$ cat src/rtl/cv32e40p_obi_mem_arbiter_if.sv
// OBI request/response bundle for one master<->slave link.
//   req/addr/we/be/wdata : request fields, driven by the master side
//   gnt                  : request accepted this cycle, driven by the slave side
//   rvalid/rdata         : response, driven by the slave side
// The master modport is the view of whoever issues requests; the slave modport
// is the view of whoever accepts them.
interface cv32e40p_obi_mem_arbiter_if #(
  parameter int ADDR_WIDTH = 32,
  parameter int DATA_WIDTH = 32
);
  logic                  req;
  logic [ADDR_WIDTH-1:0] addr;
  logic                  we;
  logic [3:0]            be;
  logic [DATA_WIDTH-1:0] wdata;
  logic                  gnt;
  logic                  rvalid;
  logic [DATA_WIDTH-1:0] rdata;

  modport master (
    output req, addr, we, be, wdata,
    input  gnt, rvalid, rdata
  );

  modport slave (
    input  req, addr, we, be, wdata,
    output gnt, rvalid, rdata
  );
endinterface

$ cat src/rtl/cv32e40p_obi_mem_arbiter.sv
// Two-master OBI arbiter in front of a single memory slave port.
//   clk_i, rst_ni  : clock, asynchronous active-low reset
//   m0             : instruction master (read-only; its we/be/wdata are ignored,
//                    the slave sees we=0, be=4'hF, wdata=0)
//   m1             : data master
//   s              : shared memory slave port
//   outstanding_o  : accepted transactions still awaiting a response
//   err_o          : sticky, set when the slave responds with nothing outstanding
// Requests are arbitrated round-robin, a request that is presented but not yet
// granted keeps its master selected until granted (OBI request stability), and
// responses are routed back in acceptance order using a small FIFO of master IDs.
module cv32e40p_obi_mem_arbiter #(
  parameter int ADDR_WIDTH      = 32,
  parameter int DATA_WIDTH      = 32,
  parameter int MAX_OUTSTANDING = 2
) (
  input  logic                                 clk_i,
  input  logic                                 rst_ni,
  cv32e40p_obi_mem_arbiter_if.slave            m0,
  cv32e40p_obi_mem_arbiter_if.slave            m1,
  cv32e40p_obi_mem_arbiter_if.master           s,
  output logic [$clog2(MAX_OUTSTANDING):0]     outstanding_o,
  output logic                                 err_o
);

  localparam int CNT_W = $clog2(MAX_OUTSTANDING) + 1;
  localparam int PTR_W = (MAX_OUTSTANDING > 1) ? $clog2(MAX_OUTSTANDING) : 1;

  // Pointer advance that also covers a single-entry FIFO.
  function automatic logic [PTR_W-1:0] next_ptr(input logic [PTR_W-1:0] p);
    if (p == PTR_W'(MAX_OUTSTANDING - 1)) return '0;
    else                                  return p + 1'b1;
  endfunction

  // Control state
  logic             lock_q;
  logic             lock_id_q;
  logic             rr_q;        // master favoured on a tie (0 -> m0)
  logic             err_q;
  logic [CNT_W-1:0] count_q;
  logic [PTR_W-1:0] wr_ptr_q;
  logic [PTR_W-1:0] rd_ptr_q;

  // Outstanding master IDs; contents are only meaningful below count_q.
  logic             fifo_q [MAX_OUTSTANDING];

  logic full;
  logic sel;
  logic sel_req;
  logic s_req;
  logic grant;
  logic pop;
  logic head;

  // Selection, slave request and response routing
  always_comb begin
    full = (count_q == CNT_W'(MAX_OUTSTANDING));

    if (lock_q)                 sel = lock_id_q;
    else if (m0.req && m1.req)  sel = rr_q;
    else if (m1.req)            sel = 1'b1;
    else                        sel = 1'b0;

    sel_req = sel ? m1.req : m0.req;
    // A full FIFO blocks new requests even if a response frees a slot this
    // cycle; the freed slot becomes usable next cycle.
    s_req   = sel_req && !full;
    grant   = s_req && s.gnt;

    pop  = s.rvalid && (count_q != '0);
    head = fifo_q[rd_ptr_q];
  end

  assign s.req   = s_req;
  assign s.addr  = sel ? m1.addr  : m0.addr;
  assign s.we    = sel && m1.we;
  assign s.be    = sel ? m1.be    : 4'hF;
  assign s.wdata = sel ? m1.wdata : '0;

  assign m0.gnt    = grant && !sel;
  assign m1.gnt    = grant &&  sel;
  assign m0.rvalid = pop && !head;
  assign m1.rvalid = pop &&  head;
  assign m0.rdata  = s.rdata;
  assign m1.rdata  = s.rdata;

  assign outstanding_o = count_q;
  assign err_o         = err_q;

  // Control registers
  always_ff @(posedge clk_i or negedge rst_ni) begin
    if (!rst_ni) begin
      lock_q    <= 1'b0;
      lock_id_q <= 1'b0;
      rr_q      <= 1'b0;
      err_q     <= 1'b0;
      count_q   <= '0;
      wr_ptr_q  <= '0;
      rd_ptr_q  <= '0;
    end else begin
      // Hold the selection while a presented request waits for its grant;
      // the lock also drops if the request disappears.
      lock_q    <= s_req && !s.gnt;
      lock_id_q <= sel;

      if (grant) begin
        rr_q     <= !sel;
        wr_ptr_q <= next_ptr(wr_ptr_q);
      end
      if (pop) rd_ptr_q <= next_ptr(rd_ptr_q);

      case ({grant, pop})
        2'b10:   count_q <= count_q + 1'b1;
        2'b01:   count_q <= count_q - 1'b1;
        default: count_q <= count_q;
      endcase

      if (s.rvalid && (count_q == '0)) err_q <= 1'b1;
    end
  end

  // ID storage
  always_ff @(posedge clk_i) begin
    if (grant) fifo_q[wr_ptr_q] <= sel;
  end

endmodule
$ cat src/flat_wrapper.sv
// flat-port wrapper written by rule: the top's interface ports become plain ports
module cv32e40p_obi_mem_arbiter_flat 
#(
  parameter int ADDR_WIDTH      = 32,
  parameter int DATA_WIDTH      = 32,
  parameter int MAX_OUTSTANDING = 2
)
  (clk_i, rst_ni, outstanding_o, err_o, m0_req, m0_addr, m0_we, m0_be, m0_wdata, m0_gnt, m0_rvalid, m0_rdata, m1_req, m1_addr, m1_we, m1_be, m1_wdata, m1_gnt, m1_rvalid, m1_rdata, s_req, s_addr, s_we, s_be, s_wdata, s_gnt, s_rvalid, s_rdata);
  cv32e40p_obi_mem_arbiter_if #(.ADDR_WIDTH(ADDR_WIDTH), .DATA_WIDTH(DATA_WIDTH)) m0_i ();
  cv32e40p_obi_mem_arbiter_if #(.ADDR_WIDTH(ADDR_WIDTH), .DATA_WIDTH(DATA_WIDTH)) m1_i ();
  cv32e40p_obi_mem_arbiter_if #(.ADDR_WIDTH(ADDR_WIDTH), .DATA_WIDTH(DATA_WIDTH)) s_i ();
  input  logic clk_i;
  input  logic rst_ni;
  output logic [$clog2(MAX_OUTSTANDING):0] outstanding_o;
  output logic err_o;
  input wire logic [$bits(m0_i.req)-1:0] m0_req;
  input wire logic [$bits(m0_i.addr)-1:0] m0_addr;
  input wire logic [$bits(m0_i.we)-1:0] m0_we;
  input wire logic [$bits(m0_i.be)-1:0] m0_be;
  input wire logic [$bits(m0_i.wdata)-1:0] m0_wdata;
  output wire logic [$bits(m0_i.gnt)-1:0] m0_gnt;
  output wire logic [$bits(m0_i.rvalid)-1:0] m0_rvalid;
  output wire logic [$bits(m0_i.rdata)-1:0] m0_rdata;
  input wire logic [$bits(m1_i.req)-1:0] m1_req;
  input wire logic [$bits(m1_i.addr)-1:0] m1_addr;
  input wire logic [$bits(m1_i.we)-1:0] m1_we;
  input wire logic [$bits(m1_i.be)-1:0] m1_be;
  input wire logic [$bits(m1_i.wdata)-1:0] m1_wdata;
  output wire logic [$bits(m1_i.gnt)-1:0] m1_gnt;
  output wire logic [$bits(m1_i.rvalid)-1:0] m1_rvalid;
  output wire logic [$bits(m1_i.rdata)-1:0] m1_rdata;
  output wire logic [$bits(s_i.req)-1:0] s_req;
  output wire logic [$bits(s_i.addr)-1:0] s_addr;
  output wire logic [$bits(s_i.we)-1:0] s_we;
  output wire logic [$bits(s_i.be)-1:0] s_be;
  output wire logic [$bits(s_i.wdata)-1:0] s_wdata;
  input wire logic [$bits(s_i.gnt)-1:0] s_gnt;
  input wire logic [$bits(s_i.rvalid)-1:0] s_rvalid;
  input wire logic [$bits(s_i.rdata)-1:0] s_rdata;
  assign m0_i.req = m0_req;
  assign m0_i.addr = m0_addr;
  assign m0_i.we = m0_we;
  assign m0_i.be = m0_be;
  assign m0_i.wdata = m0_wdata;
  assign m0_gnt = m0_i.gnt;
  assign m0_rvalid = m0_i.rvalid;
  assign m0_rdata = m0_i.rdata;
  assign m1_i.req = m1_req;
  assign m1_i.addr = m1_addr;
  assign m1_i.we = m1_we;
  assign m1_i.be = m1_be;
  assign m1_i.wdata = m1_wdata;
  assign m1_gnt = m1_i.gnt;
  assign m1_rvalid = m1_i.rvalid;
  assign m1_rdata = m1_i.rdata;
  assign s_req = s_i.req;
  assign s_addr = s_i.addr;
  assign s_we = s_i.we;
  assign s_be = s_i.be;
  assign s_wdata = s_i.wdata;
  assign s_i.gnt = s_gnt;
  assign s_i.rvalid = s_rvalid;
  assign s_i.rdata = s_rdata;
  cv32e40p_obi_mem_arbiter #(.ADDR_WIDTH(ADDR_WIDTH), .DATA_WIDTH(DATA_WIDTH), .MAX_OUTSTANDING(MAX_OUTSTANDING)) u_core (.clk_i(clk_i), .rst_ni(rst_ni), .m0(m0_i), .m1(m1_i), .s(s_i), .outstanding_o(outstanding_o), .err_o(err_o));
endmodule
$ cat config.mk
export PLATFORM = sky130hd
export DESIGN_NAME = cv32e40p_obi_mem_arbiter_flat
export DESIGN_NICKNAME = d
export VERILOG_FILES = /design/src/rtl/cv32e40p_obi_mem_arbiter_if.sv /design/src/rtl/cv32e40p_obi_mem_arbiter.sv /design/src/flat_wrapper.sv
export SDC_FILE = /design/constraint.sdc
export NUM_CORES = 1
export LEC_CHECK = 0
export BUFFER_PORTS_ARGS = -buffer_cell sky130_fd_sc_hd__buf_2
export CAP_MARGIN = 20
export CORE_AREA = 2 2 122 124
export DETAILED_ROUTE_END_ITERATION = 8
export DIE_AREA = 0 0 124 126
export PLACE_DENSITY_LB_ADDON = 0.12
export SKIP_LAST_GASP = 1
export SLEW_MARGIN = 20
export SYNTH_ARGS = -nofsm -noshare
export SYNTH_HDL_FRONTEND = slang
export SYNTH_SLANG_ARGS = --single-unit
export TNS_END_PERCENT = 30
$ cat constraint.sdc
create_clock -name clk_i -period 2 [get_ports clk_i]
set_input_delay 0.4 -clock clk_i [delete_from_list [all_inputs] [get_ports clk_i]]
set_output_delay 0.4 -clock clk_i [all_outputs]
set_load 0.01 [all_outputs]
==> summary.md <==
| Metric | Value |
|---|---|
| Worst hold slack | `roughly 0.018 ns` |
| I/O pin total | `317` |
| Via Count | `about 1,700` |
| Pre-CTS setup slack | `-0.07670 ns` |
| Net count of the mapped netlist | `around 360` |
| Layout cells sized above 1 | `0.7673` |
| Netlist cell types | `27` |
| Worst path arrival time | `roughly 1.7 ns` |
| TritonCTS Buffers | `3` |
| DRC errors left | `0` |
| Slowest-stage cell, CP | `dfrtp_1` |
| Core area | `between 0.01 and 0.015 sq mm` |
| Final Core Density | `0.1980` |
| Status | `complete, but fails checks` |
| Pre-Repair DR Iteration Count | `3` |
| RD Place Congestion | `~0.67` |
| DR vias/cell | `about 3.3` |
| Synth Instances | `approximately 180` |
| Critical Path RT | `about 1.6 ns` |
| Die height | `roughly 130 um` |
| Finished Cell Area | `~0.0028 sq mm` |
| Worst-path maximum fanout | `8` |
| Total clock sinks | `10` |
| Worst-Skew Late Latency | `roughly 0.23 ns` |
| Dpl cell area | `about 0.0023 sq mm` |
| Failing checks | `negative setup slack` |
| CTS tree | `built` |
| Final WL | `~6400 um` |
| Cell Area, Synth | `0.001599 sq mm` |
| Hold Crit Class | `input port to asynchronous set/reset pin` |
| First-pass GRT wire length | `7500 um` |
| Avg Inst Size Synth | `8.834 sq um` |
| FF/Latch Area | `about 260 sq um` |
| Max_cap viols | `0` |
| Vias in the first global route | `between 1,000 and 1,500` |
| Slew Viols, Final | `0` |
| Worst-path clk slew | `0.04 ns` |
| Synth warn | `0` |
| Relative slew margins | `0.8481` |
| Routed WL per cell | `approximately 13 um` |
| Buf+Inv Stages, Crit Path | `3` |
| Fin. Hold Viols | `0` |
| H-tree lvl count | `1` |
| Worst Setup SP | `u_core.rr_q` |
| Fillers | `approximately 1,600` |
| Remaining Overflow, GRT | `0` |
| Largest delay contributor family on the critical path | `buffers and inverters` |
| P_leak | `approximately 1.5 nW` |
| DR iter-0 viols | `22` |
| Die ar. | `between 0.015 and 0.02 sq mm` |
| Nets | `between 400 and 500` |
| Area grow syn2layout | `77.23%` |
| Register area share after synthesis | `0.1628` |
| Crit end category | `output port` |
| Reg-to-reg startpoint | `u_core.lock_id_q` |
| Finish-stage setup viols | `57` |
| Number of synthesized register bits | `10` |
| Ordered list of cells on the worst path | `and2b_1 -> o21ai_4 -> buf_12 -> clkbuf_16 -> mux2_4 -> buf_6` |
| Power density cells | `~960 mW/mm^2` |
| Root Buffer | `clkbuf_16` |
| Placed wire-length estimate | `between 4000 and 5000 um` |
| Largest net degree at the start of global routing | `35` |
| Worst setup SP type | `flip-flop` |
| Starting Density | `0.1117` |
| PnR worst setup slack | `-0.1342 ns` |
| Slew @ Worst Pin | `about 0.23 ns` |
| Rows | `44` |
| Unrepaired setup endpoints after global routing | `yes` |
| Multi-input gate area | `around 890 sq um` |
| Clk_skew | `between 0.0004 and 0.0005 ns` |
| Crit-path max cell delay | `~0.33 ns` |
| Post-route setup TNS | `-5.326 ns` |
| Initial antenna violation count | `0` |
| I/O Buffers | `approximately 180` |
| Total GRT Usage | `0.06170` |
| Die width | `between 100 and 150 um` |
| Clock buffer depth | `2` |
| Number of routed nets with antenna violations | `0` |
| Setup CP Type | `flip-flop to output port` |
| Final Cycle Share | `1.067` |
| Minimum clock period | `between 2 and 2.5 ns` |
| Max VDD drop | `0.4111 mV` |
| Cts hold-fix bufs | `0` |
| Fmax | `about 470 MHz` |
| # diodes | `0` |
## registers in the layout (all words and copies together) (netlist names)
name / count
u_core.outstanding_o: 2
u_core.lock_id_q: 1
u_core.fifo_q: 2
u_core.err_o: 1
u_core.rd_ptr_q: 1
u_core.lock_q: 1
u_core.wr_ptr_q: 1
u_core.rr_q: 1
## metal layers
layer	up-vias	global-route usage	part of all wire
met5	-	0	0
met1	750	0.06919	0.37
met2	104	0.1105	0.50
met4	0	0.02247	0.017
li1	798	-	-
met3	22	0.01630	0.10
## layout by cell type (no fill, tap or decap), types with 3 or more instances in the layout
cell type,synthesis,routed
buf_2,2,160
and2_1,33,33
mux2_4,0,24
buf_6,2,23
buf_4,65,14
mux2_2,32,9
clkbuf_16,0,8
dfrtp_1,8,8
nand2b_1,6,6
nor2_1,5,5
xnor2_1,4,4
inv_1,3,3
## Yosys cell counts
master,n,share of area
xor2_1,1,0.0055
and2_1,33,0.13
o221a_2,1,0.0070
and2b_1,1,0.0047
a21o_1,1,0.0047
nor2b_1,2,0.0078
nor2_1,5,0.012
mux2_1,1,0.0070
a21oi_1,1,0.0031
o21ai_0,1,0.0031
xnor2_1,4,0.022
mux2i_1,1,0.0063
ha_1,1,0.0078
dfrtp_1,8,0.13
o2111ai_1,1,0.0055
buf_4,65,0.31
mux2_2,32,0.23
o2111a_1,1,0.0070
nand2b_1,6,0.023
o21ai_4,1,0.010
edfxtp_1,2,0.038
buf_6,2,0.014
clkbuf_1,2,0.0047
buf_2,2,0.0063
and3_1,1,0.0039
nand2_1,2,0.0047
inv_1,3,0.0070
## final timing paths
| kind | cells past startpoint | slack [ns] | to |
|---|---|---|---|
| max | 6 | -0.13 | s_addr[29] |
| min | 1 | 0.02 | u_core.wr_ptr_q |
| max reg2reg | 6 | 0.34 | u_core.outstanding_o[1] |
| min reg2reg | 1 | 0.45 | u_core.err_o |
| max in group asynchronous | 1 | 1.79 | u_core.err_o |
| min in group clk_i | 2 | 0.39 | u_core.err_o |
## power by group
group          internal (mW)  total, mW  switching (mW)
Combinational           1.19       2.03           0.836
Clock                  0.259      0.348          0.0886
Sequential             0.291      0.343          0.0520
## layout make-up
| class | count | area share |
|---|---|---|
| multi-input cells | 97 | 0.3148 |
| well taps | 184 | 0.08124 |
| inverters | 3 | 0.003974 |
| flip-flops and latches | 10 | 0.09183 |
| clock buffers | 3 | 0.02649 |
| repair buffers | 205 | 0.4817 |
## logic make-up after synthesis
family / synth area share
xor gates and xnor gates: 0.02739
DFF: 0.1628
adders and majority gates: 0.007823
muxes: 0.2387
and+or+nand+nor: 0.1855
buffers and inverters: 0.3372
AOI/OAI and AO/OA: 0.04069
## metrics by stage
step | power [mW] | std cells
final | 2.716 | 502
after global routing | 2.919 | 502
after CTS | 2.211 | 491
after detailed placement | 1.849 | 488
after global placement | 1.850 | 488
after floorplan | 1.332 | 181
## timing repair
action,CTS,global route
setup buffers,0,6
pin swaps,0,1
setup endpoints to repair,39,59
gates cloned,0,5
gates resized for setup,0,52
## worst reg2reg max path, delay by kind of cell, from the launching register on
family                   cells  cell delay [ns]
AND/OR/NAND/NOR              2             0.23
AO/OA/AOI/OAI                1             0.26
XOR/XNOR                     1             0.14
multiplexers                 1             0.34
flip-flops                   1             0.36
adder cells (fa/ha/maj)      1             0.26
Note: power is estimated with default switching activity, not from simulation.
